$ cat config.mk
export PLATFORM = sky130hd
export DESIGN_NAME = lieat_wbu_arb
export DESIGN_NICKNAME = d
export VERILOG_FILES = /design/src/rtl/lieat_wbu_pkg.sv /design/src/rtl/lieat_wbu_slot.sv /design/src/rtl/lieat_wbu_arb.sv
export SDC_FILE = /design/constraint.sdc
export NUM_CORES = 1
export LEC_CHECK = 0
export BUFFER_PORTS_ARGS = -buffer_cell sky130_fd_sc_hd__buf_2
export CAP_MARGIN = 25
export CORE_AREA = 2 2 107 109
export CTS_CLUSTER_DIAMETER = 30
export DETAILED_ROUTE_END_ITERATION = 12
export DIE_AREA = 0 0 109 111
export MAX_ROUTING_LAYER = met4
export PLACE_DENSITY = 0.72
export REMOVE_ABC_BUFFERS = 1
export SLEW_MARGIN = 25
export SYNTH_ARGS = -nofsm -noshare
export SYNTH_HDL_FRONTEND = slang
export SYNTH_SLANG_ARGS = --single-unit
$ cat constraint.sdc
create_clock -name clk -period 4.19 [get_ports clk]
set_input_delay 0 -clock clk [delete_from_list [all_inputs] [get_ports clk]]
set_output_delay 0 -clock clk [all_outputs]
set_load 0.01 [all_outputs]
$ cat src/rtl/lieat_wbu_pkg.sv
// lieat_wbu_pkg: shared types and constants for the writeback arbiter.
// remove_op codes must stay aligned with the OITF slot numbering.
package lieat_wbu_pkg;

  localparam int RGIDX_SIZE = 5;

  localparam logic [1:0] REMOVE_OP_LSU  = 2'b00;
  localparam logic [1:0] REMOVE_OP_MDU  = 2'b01;
  localparam logic [1:0] REMOVE_OP_NONE = 2'b11;

  // Relative age of the two long buffers; only meaningful while both hold a result
  typedef enum logic [1:0] {
    AGE_TIE = 2'd0,
    AGE_LSU = 2'd1,
    AGE_MDU = 2'd2
  } age_e;

  // Owner of the register-file write port in the current cycle
  typedef enum logic [2:0] {
    SEL_NONE    = 3'd0,
    SEL_ALU     = 3'd1,
    SEL_LSU_BUF = 3'd2,
    SEL_MDU_BUF = 3'd3,
    SEL_LSU_BYP = 3'd4,
    SEL_MDU_BYP = 3'd5
  } wb_sel_e;

  // A buffer that survives the cycle is older than one that is (re)loaded;
  // if neither survives, any pair loaded together is a tie.
  function automatic age_e next_age(input logic lsu_stays, input logic mdu_stays,
                                    input age_e cur);
    age_e nxt;
    nxt = cur;
    if (lsu_stays && !mdu_stays)      nxt = AGE_LSU;
    else if (mdu_stays && !lsu_stays) nxt = AGE_MDU;
    else if (!lsu_stays && !mdu_stays) nxt = AGE_TIE;
    return nxt;
  endfunction

endpackage

$ cat src/rtl/lieat_wbu_slot.sv
// lieat_wbu_slot: one-entry valid/ready holding buffer for a long-latency
// result source. Ready while empty or while the held entry retires, so a
// source can stream one result per cycle.
module lieat_wbu_slot
  import lieat_wbu_pkg::*;
#(
  parameter int XLEN = 32
) (
  input  logic                  clk,
  input  logic                  rst,
  input  logic                  in_valid,
  output logic                  in_ready,
  input  logic                  in_wen,
  input  logic [RGIDX_SIZE-1:0] in_rd,
  input  logic [XLEN-1:0]       in_data,
  input  logic                  retire,
  input  logic                  bypass,
  output logic                  valid,
  output logic                  wen,
  output logic [RGIDX_SIZE-1:0] rd,
  output logic [XLEN-1:0]       data
);

  logic load;

  assign in_ready = rst | ~valid | retire;
  assign load     = in_valid & in_ready & ~bypass;

  // Capture an accepted result (unless it was written straight through), drop it on retire
  always_ff @(posedge clk) begin
    if (rst) begin
      valid <= 1'b0;
      wen   <= 1'b0;
      rd    <= '0;
      data  <= '0;
    end else if (load) begin
      valid <= 1'b1;
      wen   <= in_wen;
      rd    <= in_rd;
      data  <= in_data;
    end else if (retire) begin
      valid <= 1'b0;
    end
  end

endmodule

$ cat src/rtl/lieat_wbu_arb.sv
// lieat_wbu_arb: writeback arbiter merging the ALU stream with buffered LSU
// and MULDIV results onto the single register-file write port, and pulsing
// the OITF remove interface when a long instruction retires.
// Optional feature: define LIEAT_WBU_BYPASS_EN to let a long result be
// written in its arrival cycle when the port and both buffers are free.
module lieat_wbu_arb
  import lieat_wbu_pkg::*;
#(
  parameter int XLEN       = 32,
  parameter int STARVE_MAX = 4
) (
  input  logic                  clk,
  input  logic                  rst,
  input  logic                  alu_wb_valid,
  input  logic                  alu_wb_wen,
  input  logic [RGIDX_SIZE-1:0] alu_wb_rd,
  input  logic [XLEN-1:0]       alu_wb_data,
  output logic                  alu_wb_stall,
  input  logic                  lsu_wb_valid,
  output logic                  lsu_wb_ready,
  input  logic                  lsu_wb_wen,
  input  logic [RGIDX_SIZE-1:0] lsu_wb_rd,
  input  logic [XLEN-1:0]       lsu_wb_data,
  input  logic                  mdu_wb_valid,
  output logic                  mdu_wb_ready,
  input  logic                  mdu_wb_wen,
  input  logic [RGIDX_SIZE-1:0] mdu_wb_rd,
  input  logic [XLEN-1:0]       mdu_wb_data,
  output logic                  rf_wen,
  output logic [RGIDX_SIZE-1:0] rf_rd,
  output logic [XLEN-1:0]       rf_wdata,
  output logic                  remove_ena,
  output logic [1:0]            remove_op
);

  localparam int CNT_W = $clog2(STARVE_MAX + 1);

  logic                  lsu_v, lsu_w, mdu_v, mdu_w;
  logic [RGIDX_SIZE-1:0] lsu_rd, mdu_rd;
  logic [XLEN-1:0]       lsu_d, mdu_d;
  logic [CNT_W-1:0]      starve_cnt;
  logic                  rr_mdu;
  age_e                  age;
  wb_sel_e               sel;
  logic                  starved, lsu_ret, mdu_ret, lsu_byp, mdu_byp, long_ret;

  lieat_wbu_slot #(.XLEN(XLEN)) u_lsu_slot (
    .clk(clk), .rst(rst),
    .in_valid(lsu_wb_valid), .in_ready(lsu_wb_ready), .in_wen(lsu_wb_wen),
    .in_rd(lsu_wb_rd), .in_data(lsu_wb_data),
    .retire(lsu_ret), .bypass(lsu_byp),
    .valid(lsu_v), .wen(lsu_w), .rd(lsu_rd), .data(lsu_d)
  );

  lieat_wbu_slot #(.XLEN(XLEN)) u_mdu_slot (
    .clk(clk), .rst(rst),
    .in_valid(mdu_wb_valid), .in_ready(mdu_wb_ready), .in_wen(mdu_wb_wen),
    .in_rd(mdu_wb_rd), .in_data(mdu_wb_data),
    .retire(mdu_ret), .bypass(mdu_byp),
    .valid(mdu_v), .wen(mdu_w), .rd(mdu_rd), .data(mdu_d)
  );

  assign starved      = (starve_cnt == CNT_W'(STARVE_MAX)) & (lsu_v | mdu_v);
  assign alu_wb_stall = starved & ~rst;
  assign lsu_ret      = (sel == SEL_LSU_BUF);
  assign mdu_ret      = (sel == SEL_MDU_BUF);
  assign lsu_byp      = (sel == SEL_LSU_BYP);
  assign mdu_byp      = (sel == SEL_MDU_BYP);
  assign long_ret     = lsu_ret | mdu_ret | lsu_byp | mdu_byp;

  // Grant order: starved oldest buffer, then ALU, then buffers round-robin, then bypass
  always_comb begin
    sel = SEL_NONE;
    if (rst) begin
      sel = SEL_NONE;
    end else if (starved) begin
      if (lsu_v & mdu_v) begin
        if (age == AGE_LSU)      sel = SEL_LSU_BUF;
        else if (age == AGE_MDU) sel = SEL_MDU_BUF;
        else                     sel = rr_mdu ? SEL_MDU_BUF : SEL_LSU_BUF;
      end else begin
        sel = lsu_v ? SEL_LSU_BUF : SEL_MDU_BUF;
      end
    end else if (alu_wb_valid) begin
      sel = SEL_ALU;
    end else if (lsu_v & mdu_v) begin
      sel = rr_mdu ? SEL_MDU_BUF : SEL_LSU_BUF;
    end else if (lsu_v) begin
      sel = SEL_LSU_BUF;
    end else if (mdu_v) begin
      sel = SEL_MDU_BUF;
`ifdef LIEAT_WBU_BYPASS_EN
    end else if (lsu_wb_valid & mdu_wb_valid) begin
      sel = rr_mdu ? SEL_MDU_BYP : SEL_LSU_BYP;
    end else if (lsu_wb_valid) begin
      sel = SEL_LSU_BYP;
    end else if (mdu_wb_valid) begin
      sel = SEL_MDU_BYP;
`endif
    end
  end

  // Drive the write port and the OITF retire pulse from the selected owner
  always_comb begin
    rf_wen     = 1'b0;
    rf_rd      = alu_wb_rd;
    rf_wdata   = alu_wb_data;
    remove_ena = 1'b0;
    remove_op  = REMOVE_OP_NONE;
    case (sel)
      SEL_ALU: begin
        rf_wen = alu_wb_valid & alu_wb_wen;
      end
      SEL_LSU_BUF: begin
        rf_wen = lsu_w; rf_rd = lsu_rd; rf_wdata = lsu_d;
        remove_ena = 1'b1; remove_op = REMOVE_OP_LSU;
      end
      SEL_MDU_BUF: begin
        rf_wen = mdu_w; rf_rd = mdu_rd; rf_wdata = mdu_d;
        remove_ena = 1'b1; remove_op = REMOVE_OP_MDU;
      end
      SEL_LSU_BYP: begin
        rf_wen = lsu_wb_wen; rf_rd = lsu_wb_rd; rf_wdata = lsu_wb_data;
        remove_ena = 1'b1; remove_op = REMOVE_OP_LSU;
      end
      SEL_MDU_BYP: begin
        rf_wen = mdu_wb_wen; rf_rd = mdu_wb_rd; rf_wdata = mdu_wb_data;
        remove_ena = 1'b1; remove_op = REMOVE_OP_MDU;
      end
      default: begin
      end
    endcase
  end

  // Count cycles a buffered result loses to the ALU; any long retire clears it
  always_ff @(posedge clk) begin
    if (rst) begin
      starve_cnt <= '0;
    end else if (long_ret) begin
      starve_cnt <= '0;
    end else if ((lsu_v | mdu_v) && (starve_cnt != CNT_W'(STARVE_MAX))) begin
      starve_cnt <= starve_cnt + CNT_W'(1);
    end
  end

  // Round-robin pointer toggles on every long retire, LSU first out of reset
  always_ff @(posedge clk) begin
    if (rst) begin
      rr_mdu <= 1'b0;
    end else if (long_ret) begin
      rr_mdu <= ~rr_mdu;
    end
  end

  // Track which buffered result arrived first so starvation serves the oldest
  always_ff @(posedge clk) begin
    if (rst) begin
      age <= AGE_TIE;
    end else begin
      age <= next_age(lsu_v & ~lsu_ret, mdu_v & ~mdu_ret, age);
    end
  end

endmodule

Word level (Yosys, flattened, before mapping) --
Index checks and enable logic that the tools add are counted.
Operators by class: add/sub/neg operators 1, eq/ne operators 9, multiplexer cells 23, bitwise operators 26, reduce and logical (&&, ||, !) cells 15
Operators by type and width (number):
- 32-bit case mux with 4 select lines | 1
- 5-bit case mux with 4 select lines | 1
- 2-bit two-way mux | 6
- 1-bit bitwise AND | 10
- 1-bit two-way mux | 10
- 3-bit equality test, second input constant | 3
- 3-bit two-way mux | 3
- 1-bit inverter | 8
- 1-bit bitwise OR | 8
- 2-bit OR reduction | 4
- 3-bit by 2-bit equality test with 1-bit output, second input constant | 2
- 2-bit nonzero test | 3
- 1-bit case mux with 5 select lines | 1
- 1-bit logical AND | 4
- 2-bit case mux with 2 select lines | 1
- 4-bit OR reduction | 1
- 3-bit by 1-bit adder with 3-bit output, second input constant | 1
- 3-bit by 1-bit equality test with 1-bit output, second input constant | 1
- 3-bit inequality test, second input constant | 1
- 3-bit nonzero test | 1
- 2-bit by 1-bit equality test with 1-bit output, second input constant | 1
- 2-bit equality test, second input constant | 1
- 1-bit zero test | 2
Word-level totals: register bits 84, bits of input ports 119, output and inout bits 44, word-level logic and storage cells 86

Depth between registers and ports, before layout --
Gate-level depths: netlist of run 1.
depth after elaboration 14, gate-level depth with buffers 9, gate-level depth less buffers 7

Cells and area by module --
From an unflattened synthesis of run 1, not the netlist that was laid out.
Second synthesis, totals: cell total of the unflattened synthesis 611, area, all modules 5175.0 um^2
Modules (own cells, without submodules):
- lieat_wbu_slot | times used 2, cells each 170, area each 1742.9 um^2, sequential area each 780.7 um^2
- lieat_wbu_arb | times used 1, cells each 271, area each 1689.1 um^2, sequential area each 120.1 um^2

Worst setup path before layout of run 1 --
No wires, ideal clock.
kind register to register, start point register starve_cnt[0], end point register u_lsu_slot.data[14], setup time 0.128 ns, arrival time 1.844 ns, data required time 4.062 ns, slack 2.219 ns, stages on the path, launching flop included 10, buffers on the path 2, period minus slack after synthesis 1.971 ns, cells stage by stage dfxtp_1 inv_1 ha_1 o2bb2ai_1 a2111oi_2 a2111oi_4 buf_6 buf_6 mux2i_1 nor2_1
On the way: cells in the longest elaborated chain, start to end 8, elaborated cells between the ends (all ways) 10, classes of those cells eq/ne: 3; mux: 2; bitwise: 5
RTL lines:
- start: declaration | line lieat_wbu_arb.sv:41 | logic [CNT_W-1:0] starve_cnt;
- start signal: assignment | line lieat_wbu_arb.sv:142 | starve_cnt <= starve_cnt + CNT_W'(1);
- 3-bit equality test * | line lieat_wbu_arb.sv:63 | assign starved = (starve_cnt == CNT_W'(STARVE_MAX)) & (lsu_v | mdu_v);
- 1-bit bitwise AND * | line lieat_wbu_arb.sv:63
- 3-bit two-way mux * | line lieat_wbu_arb.sv:76 | end else if (starved) begin
- 3-bit two-way mux * | line lieat_wbu_arb.sv:74 | if (rst) begin
- 3-bit by 2-bit equality test with 1-bit output | line lieat_wbu_arb.sv:65 | assign lsu_ret = (sel == SEL_LSU_BUF);
- 1-bit bitwise OR | line lieat_wbu_slot.sv:26 | assign in_ready = rst | ~valid | retire;
- 1-bit bitwise AND | line lieat_wbu_slot.sv:27 | assign load = in_valid & in_ready & ~bypass;
- 1-bit bitwise AND * | line lieat_wbu_slot.sv:27
- end signal: assignment | line lieat_wbu_slot.sv:40 | data <= in_data;
- end: declaration | line lieat_wbu_slot.sv:21 | output logic [XLEN-1:0] data
Mark *: on every way between the ends. The rest lies on a longest branch, timed or not. A chain may end at the register's enable or synchronous reset.

Worst setup path in the final report of run 1 --
start point register starve_cnt[0], end point output port rf_wdata[11]
On the way: cells in the longest elaborated chain, start to end 6, elaborated cells between the ends (all ways) 9, classes of those cells eq/ne: 5; mux: 3; bitwise: 1
RTL lines:
- 3-bit equality test * | line lieat_wbu_arb.sv:63
- 1-bit bitwise AND * | line lieat_wbu_arb.sv:63
- 3-bit two-way mux * | line lieat_wbu_arb.sv:76
- 3-bit two-way mux * | line lieat_wbu_arb.sv:74
- 3-bit equality test or 3-bit by 2-bit equality test with 1-bit output (tied branches) | line lieat_wbu_arb.sv:110 | case (sel)
- 32-bit case mux with 4 select lines * | line lieat_wbu_arb.sv:110
- end: declaration | line lieat_wbu_arb.sv:31 | output logic [XLEN-1:0] rf_wdata,
Marks and branches as above.

==> results of run 1 <==
logic make-up (layout without fill, tap and decap cells):
| group | Yosys count | after routing | synth area share [%] |
|---|---|---|---|
| compound gates | 97 | 97 | 14.4 |
| mux | 77 | 77 | 18.1 |
| fa+ha+maj | 4 | 4 | 1.12 |
| xor+xnor | 2 | 2 | 0.412 |
| simple gates | 206 | 206 | 19.8 |
| buf+inv | 57 | 274 | 6.56 |
| flops | 84 | 84 | 39.6 |
flip-flops by register name (all words and copies together) (netlist names):
name              count
u_lsu_slot.data      32
u_mdu_slot.data      32
u_lsu_slot.rd         5
u_mdu_slot.rd         5
starve_cnt            3
age                   2
rr_mdu                1
u_lsu_slot.valid      1
u_lsu_slot.wen        1
u_mdu_slot.valid      1
u_mdu_slot.wen        1
power breakdown:
group | switching (mW) | total [mW] | internal, mW
clock | 0.295 | 0.724 | 0.429
combinational | 0.257 | 0.492 | 0.234
sequential | 0.0336 | 0.894 | 0.861
total | 0.586 | 2.11 | 1.52
cell usage after synthesis (3+ instances only):
master	n
sky130_fd_sc_hd__a31oi_1	37
sky130_fd_sc_hd__a21oi_1	6
sky130_fd_sc_hd__inv_2	3
sky130_fd_sc_hd__buf_2	4
sky130_fd_sc_hd__nand3_1	38
sky130_fd_sc_hd__dfxtp_1	84
sky130_fd_sc_hd__mux2i_1	77
sky130_fd_sc_hd__buf_6	4
sky130_fd_sc_hd__inv_1	7
sky130_fd_sc_hd__buf_1	3
sky130_fd_sc_hd__nand2_1	81
sky130_fd_sc_hd__o21ai_0	42
sky130_fd_sc_hd__nor3_1	5
sky130_fd_sc_hd__nor2_1	78
sky130_fd_sc_hd__clkbuf_1	32
worst paths after layout:
path                                          start                  end  cells past startpoint
worst min register to register  u_mdu_slot.data[25]  u_mdu_slot.data[25]                      2
worst max-delay path                  starve_cnt[0]         rf_wdata[11]                      9
worst max register to register        starve_cnt[0]  u_mdu_slot.data[12]                      8
worst min-delay path                            rst   u_lsu_slot.data[0]                      2
final cells by class:
type	instances	area [um^2]	share of cell area [%]
multi-input cells	386	2310	37.5
inverters	10	38.8	0.629
well taps	143	179	2.90
clock inverters	2	10.0	0.162
flip-flops and latches	84	1680	27.3
clock buffers	13	260	4.22
repair buffers	249	1680	27.3
worst max-delay path: stages, from the launching register on:
cell and delay (ns):
sky130_fd_sc_hd__dfxtp_1 0.37, sky130_fd_sc_hd__inv_1 0.06, sky130_fd_sc_hd__ha_1 0.24, sky130_fd_sc_hd__and3_1 0.22, sky130_fd_sc_hd__nand2_1 0.14, sky130_fd_sc_hd__o21a_1 0.63, sky130_fd_sc_hd__buf_4 0.38, sky130_fd_sc_hd__o21ai_0 0.14
sky130_fd_sc_hd__a31oi_1 0.19, sky130_fd_sc_hd__buf_2 0.15
per-stage QoR:
step,hold WS (ns),area (um^2)
after global placement,0.236,5080
after global routing,0.259,6160
after detailed placement,0.244,5080
final,0.230,6160
after CTS,0.217,6130
after floorplan,0.0544,4010
per-layer routing:
layer | GRT usage (%) | vias up | wire (um) | share of wire, %
li1 | - | 2241 | - | -
met1 | 22.0 | 2059 | 5130 | 43
met2 | 34.7 | 179 | 5800 | 49
met3 | 3.94 | 30 | 674 | 5.6
met4 | 7.35 | 0 | 325 | 2.7
met5 | - | - | 0 | 0
placed cells by master, fill, tap and decap left out, drive strengths merged, types with 2 or more instances in the layout:
cell type      n
a31oi         37
nor3           5
maj3           2
mux2i         77
dlygate4sd3   78
inv            9
buf          171
ha             2
a211oi         2
nor2          78
nand2         82
dfxtp         84
o21ai         43
clkbuf        13
a21oi          6
o311a          2
a2111oi        2
nand3         38
clkinv         3
==> results.txt, run 1 <==
----------------------------------------------------
[Setup path]
  CP Max Fanout ... 23
  Worst Path Class, Setup ... reg -> out
  CP Data Arrival Time ... about 2.8 ns
  WP data required ... between 4 and 5 ns
  Sort of element at the end of the critical path ... primary output
  Worst setup slack for register-to-register paths ... about 1.8 ns
  Sort of element at the start of the critical path ... register

[STA]
  # setup viols final ... 0
  Final Hold Fails ... 0
  Worst clock skew on the final layout ... about 0.0061 ns
  Crit path setup slack, layout ... approximately 1.3 ns
  Crit path time final ... roughly 2.8 ns
  Transition time at the pin with the least slew margin ... a little over 0.8 ns
  Accumulated negative setup slack ... 0 ns
  Max Freq ... about 350 MHz
  Relative slew slack ... a little under half
  Period Utilization, post-route ... ~68%
  RSZ-0062 raised after global routing ... no
  Number of pins exceeding their max-slew limit in the final report ... 0

[Layout]
  Synth-to-layout area growth ... 44.9%
  ANT cells ... 0
  Fill count ... 960
  Final #Nets ... 861
  Utilization after layout ... between 50% and 60%
  Cell Count, Final, Fillers Out ... between 800 and 900
  Layout cell share with drive strength beyond 1 ... between 20% and 30%

[Power and ir drop]
  Worst ir drop on vdd ... approximately 0.16 mV
  Leak pwr ... between 2 and 3 nW
  Design Power ... 2.11 mW
  Total power per unit cell area ... ~340 nW/um^2

[Clocking]
  Clock buffer count from CTS ... 9
  Number of levels in the clock H-tree ... 3
  Hold_buf cts ... 78
  CTS clk-pin slew, worst paths ... around 0.060 ns
  CTS-repair resized insts ... 0
  Clock root cell ... sky130_fd_sc_hd__clkbuf_16
  Setup bufs post-CTS ... 0
  Clock tree from TritonCTS ... built
  Number of sinks on the clock net ... 84
  Clock latency reported for the late side of the worst-skew pair ... between 0.3 and 0.4 ns
  CTS max path bufs ... 2

[GRT]
  Initial antenna violation count ... 0
  Global-route wire length before repair ... ~19 mm
  Overflow left after global routing ... 0
  Maximum number of pins on one net before global-route repair ... between 100 and 150
  Via count of the first global-routing pass ... 4289
  Tot GR Track Use ... about a fifth

[Detailed routing]
  Via-per-instance ratio ... between 5 and 6
  DRC marker count from the first detailed-route iteration ... 208
  DRC Markers ... 0
  Avg WL per Cell ... ~13 um
  Post-detailed-route count of antenna-violating nets ... 0
  Count of TritonRoute iterations in the first routing pass ... 5
  Post-Route WL ... 11.9 mm
  Vias post-DR ... roughly 4500

[Placement]
  Worst setup timing slack at the placement stage ... ~1.7 ns
  Cells after DPL ... slightly below 800
  HPWL Detailed ... 7.35 mm
  Placer Congestion ... between 0.8 and 0.9
  IO Port Bufs ... approximately 160

[Job]
  Maximum Capacitance Violations ... 0

[Floorplanning]
  Die ar. ... approximately 12000 um^2
  I/O pins ... about 160
  Vert. Die Dim ... 111 um
  Number of placement rows ... 39
  Core Area ... about 11000 um^2
  Horizontal die dimension ... 109 um
  Initial core utilization ... a little under two fifths

[Synthesis]
  Top cells by area in the synthesized netlist ... sky130_fd_sc_hd__dfxtp_1, sky130_fd_sc_hd__mux2i_1, sky130_fd_sc_hd__nand2_1
  Share of the synthesized area in the top cell type ... between 30% and 40%
  Post-synthesis sequential area ratio ... roughly two fifths
  Post-synthesis average cell area ... 8.07 um^2
  Number of enable-type register cells in the synthesized netlist ... 0
  Instance count of the mapped netlist ... roughly 530
  Synthesized area ... about 4300 um^2
  Number of synthesized register bits ... between 80 and 90
  Post-synthesis cell type count ... 36
  Primary FF master, synth ... sky130_fd_sc_hd__dfxtp_1
  Yosys warns ... 0
  Share of synthesized flip-flops with an asynchronous set or reset ... 0%
  Biggest area consumer among synthesized cells ... sky130_fd_sc_hd__dfxtp_1

[Run status]
  Outcome ... complete, no violations

[Min path]
  Min-delay worst type ... in -> reg

----------------------------------------------------
No activity file was read; power rests on OpenSTA's default activity.
==> run 2: changes to the inputs <==
--- a/config.mk
+++ b/config.mk
@@ -5,14 +5,15 @@
 export SDC_FILE = /design/constraint.sdc
 export NUM_CORES = 1
 export LEC_CHECK = 0
+export ABC_AREA = 1
 export BUFFER_PORTS_ARGS = -buffer_cell sky130_fd_sc_hd__buf_2
 export CAP_MARGIN = 25
-export CORE_AREA = 2 2 107 109
+export CORE_AREA = 2 2 110 112
 export CTS_CLUSTER_DIAMETER = 30
 export DETAILED_ROUTE_END_ITERATION = 12
-export DIE_AREA = 0 0 109 111
+export DIE_AREA = 0 0 112 114
 export MAX_ROUTING_LAYER = met4
-export PLACE_DENSITY = 0.72
+export PLACE_DENSITY = 0.74
 export REMOVE_ABC_BUFFERS = 1
 export SLEW_MARGIN = 25
 export SYNTH_ARGS = -nofsm -noshare
==> constraint.sdc (replaced) <==
create_clock -name clk -period 2.4 [get_ports clk]
set_input_delay 0 -clock clk [delete_from_list [all_inputs] [get_ports clk]]
set_output_delay 0 -clock clk [all_outputs]
set_load 0.01 [all_outputs]
==> run 2 against run 1 <==
Against the previous run: global-route usage rose by 1.7 points; cell area rose by 2.5%; sequential cell count did not move; critical endpoint is now lsu_wb_ready.
==> results.txt, run 2 <==
----------------------------------------------------
[GRT]
  Tot GR Track Use ... 21.6% (+1.7 points)
  Initial antenna violation count ... 0 (unchanged)
  Global-route wire length before repair ... 22.2 mm (+16%)
  Maximum number of pins on one net before global-route repair ... 45 (-61%)
  Via count of the first global-routing pass ... 4717 (+10%)
  Overflow left after global routing ... 0 (unchanged)

[Floorplanning]
  Core Area ... 11700 um^2 (+5.7%)
  Initial core utilization ... 38.5% (+0.068 points)
  Die ar. ... 12800 um^2 (+5.5%)
  I/O pins ... 163 (unchanged)
  Vert. Die Dim ... 114 um (+2.7%)
  Number of placement rows ... 40 (+2.6%)
  Horizontal die dimension ... 112 um (+2.8%)

[Layout]
  Area used by multi-input combinational logic ... 2340 um^2 (+1.2%)
  Highest-count cells in the layout ignoring fill and taps ... sky130_fd_sc_hd__nand2_1, sky130_fd_sc_hd__buf_2, sky130_fd_sc_hd__nand3_1
  Fill count ... 1159 (+21%)
  Synth-to-layout area growth ... 40.3%
  Storage element area ... 1680 um^2 (unchanged)
  Most frequent standard cell in the layout excluding fill and tap cells ... sky130_fd_sc_hd__nand2_1
  Cell Count, Final, Fillers Out ... 1047 (+18%)
  Final #Nets ... 1017 (+18%)
  Non-Filler Cell Area, Final ... 6320 um^2 (+2.5%)
  ANT cells ... 0 (unchanged)
  Layout cell share with drive strength beyond 1 ... 22.2% (-4.1 points)
  Top Registers ... u_lsu_slot.data x32, u_mdu_slot.data x32

[Detailed routing]
  Via-per-instance ratio ... 4.89 (-3.7%)
  DRC Markers ... 0 (unchanged)
  Post-Route WL ... 13.4 mm (+13%)
  DRC marker count from the first detailed-route iteration ... 294 (+41%)
  Count of TritonRoute iterations in the first routing pass ... 5 (unchanged)
  Post-detailed-route count of antenna-violating nets ... 0 (unchanged)
  Avg WL per Cell ... 12.8 um (-4.7%)
  Vias post-DR ... 5123 (+14%)

[Synthesis]
  Most frequently used cell type in the post-synthesis netlist ... sky130_fd_sc_hd__nand2_1
  Primary FF master, synth ... sky130_fd_sc_hd__dfxtp_1
  Share of the synthesized area in the top cell type ... 37.3% (-2.2 points)
  Number of synthesized register bits ... 84 (unchanged)
  Top cells by area in the synthesized netlist ... sky130_fd_sc_hd__dfxtp_1, sky130_fd_sc_hd__nand2_1, sky130_fd_sc_hd__nand3_1
  Post-synthesis average cell area ... 6.43 um^2 (-20%)
  Instance count of the mapped netlist ... 700 (+33%)
  Top post-synthesis cells by count ... sky130_fd_sc_hd__nand2_1, sky130_fd_sc_hd__nand3_1, sky130_fd_sc_hd__nor2_1
  Synthesized area ... 4500 um^2 (+5.9%)
  Share of synthesized flip-flops with an asynchronous set or reset ... 0% (unchanged)
  Post-synthesis cell type count ... 22 (-39%)
  Post-synthesis sequential area ratio ... 37.3% (-2.2 points)
  Biggest area consumer among synthesized cells ... sky130_fd_sc_hd__dfxtp_1
  Yosys warns ... 0 (unchanged)
  Number of enable-type register cells in the synthesized netlist ... 0 (unchanged)

[STA]
  Period Utilization, post-route ... 92.2%
  Max Freq ... between 400 and 500 MHz
  Transition time at the pin with the least slew margin ... 0.656 ns (-0.150 ns)
  Relative slew slack ... 56.3% (+10 points)
  Crit path time final ... between 2 and 2.5 ns
  Worst clock skew on the final layout ... 0.00604 ns (-0.0000703 ns)
  RSZ-0062 raised after global routing ... no
  Post-Route Hold Slack ... 0.00504 ns (-0.225 ns)
  Number of pins exceeding their max-slew limit in the final report ... 0 (unchanged)
  Final Hold Fails ... 0 (unchanged)
  # setup viols final ... 0 (unchanged)

[Clocking]
  Clock latency reported for the late side of the worst-skew pair ... 0.33 ns (about the same)
  Number of levels in the clock H-tree ... 3 (unchanged)
  Number of sinks on the clock net ... 84 (unchanged)
  CTS max path bufs ... 2 (unchanged)
  CTS clk-pin slew, worst paths ... 0.06 ns (about the same)
  Clock buffer count from CTS ... 9 (unchanged)
  Clock root cell ... sky130_fd_sc_hd__clkbuf_16
  Clock tree from TritonCTS ... built

[Min path]
  Hold EP ... u_mdu_slot.data[7]
  Min-delay worst type ... in -> reg
  Cell count of the worst hold path ... 4 (+2)
  HP Start ... mdu_wb_data[7]

[Setup path]
  Reg2reg start ... starve_cnt[0]
  Sort of element at the start of the critical path ... register
  CP Max Fanout ... 41 (+78%)
  Sort of element at the end of the critical path ... primary output
  Count of cells along the worst register-to-register path ... 13 (+5)
  Reg-to-reg endpoint ... u_lsu_slot.data[17]
  Worst Path Class, Setup ... reg -> out
  WP data required ... 2.40 ns (-1.79 ns)
  Worst setup slack for register-to-register paths ... 0.37 ns (-1.38 ns)
  CP Data Arrival Time ... 2.21 ns (-0.63 ns)

[Run status]
  Outcome ... complete, no violations

[Placement]
  Cells after DPL ... 969 (+22%)
  IO Port Bufs ... 162 (unchanged)
  HPWL Detailed ... 8.44 mm (+15%)
  Total placed instance area ... 5410 um^2 (+6.4%)
  Placer Congestion ... 0.785 (-9.4%)

[Power and ir drop]
  Worst ir drop on vdd ... 0.278 mV (+71%)
  Design Power ... 3.67 mW (+74%)
  Leak pwr ... 3.23 nW (+18%)
  Total power per unit cell area ... 581 nW/um^2 (+70%)

[Job]
  Maximum Capacitance Violations ... 0 (unchanged)

----------------------------------------------------
run 2: cell type report:
cell class	count	share of cell area, %
Timing Repair Buffer	243	25.9
Inverter	55	3.27
Multi-Input combinational cell	503	37.0
Tap cell	147	2.91
Sequential cell	84	26.6
Clock inverter	2	0.158
Clock buffer	13	4.12
run 2: critical path: stages, from the launching register on:
cell	delay [ns]
sky130_fd_sc_hd__dfxtp_1	0.36
sky130_fd_sc_hd__inv_1	0.08
sky130_fd_sc_hd__ha_1	0.19
sky130_fd_sc_hd__nand2_1	0.17
sky130_fd_sc_hd__nor2_1	0.08
sky130_fd_sc_hd__nand2_1	0.08
sky130_fd_sc_hd__nand2_1	0.09
sky130_fd_sc_hd__nand2_2	0.10
sky130_fd_sc_hd__nand2_2	0.07
sky130_fd_sc_hd__nand2_2	0.07
sky130_fd_sc_hd__buf_4	0.36
sky130_fd_sc_hd__buf_2	0.21
run 2: metrics by stage:
| step | util, % | TNS (ns) | setup WS (ns) |
|---|---|---|---|
| floorplan | - | -51.41 | -0.545 |
| global placement | 46.2 | 0 | 0.518 |
| detailed placement | 46.2 | 0 | 0.417 |
| CTS | 53.9 | 0 | 0.0694 |
| global route | 54.0 | 0 | 0.00139 |
| finish | 54.0 | 0 | 0.186 |
run 2: where the power goes:
group | internal [mW] | switching (mW) | leakage (nW)
Clock | 0.749 | 0.523 | 0.135
Sequential | 1.52 | 0.0633 | 0.697
Combinational | 0.382 | 0.439 | 2.40
Total | 2.65 | 1.03 | 3.23
run 2: worst max path at each step:
stage / start / endpoint / cells past startpoint
after floorplan: rst / u_mdu_slot.data[0] / 8
after global placement: starve_cnt[0] / rf_wdata[11] / 11
after detailed placement: starve_cnt[0] / u_lsu_slot.data[17] / 13
after CTS: starve_cnt[0] / rf_wdata[11] / 11
after global routing: starve_cnt[0] / rf_wdata[11] / 11
final: starve_cnt[0] / lsu_wb_ready / 11
run 2: cells by family after synthesis:
family | synth area share (%)
compound gates | 9.92
simple gates | 41.4
fa+ha+maj | 0.556
flops | 37.3
buf+inv | 10.8
run 2: layer usage:
layer  global-route usage, %  vias up  wire, um
met2                    37.0      155      6660
met3                    2.23       15       622
met4                    7.32        0       187
met5                       -        -         0
li1                        -     2648         -
met1                    26.8     2305      5970
run 2: timing repair:
| item | CTS | global route |
|---|---|---|
| hold buffers | 63 | 0 |
| hold endpoints to repair | 63 | 0 |
| endpoints found under the setup margin | 0 | 37 |
| setup buffers | 0 | 0 |
| gates resized for setup | 0 | 3 |
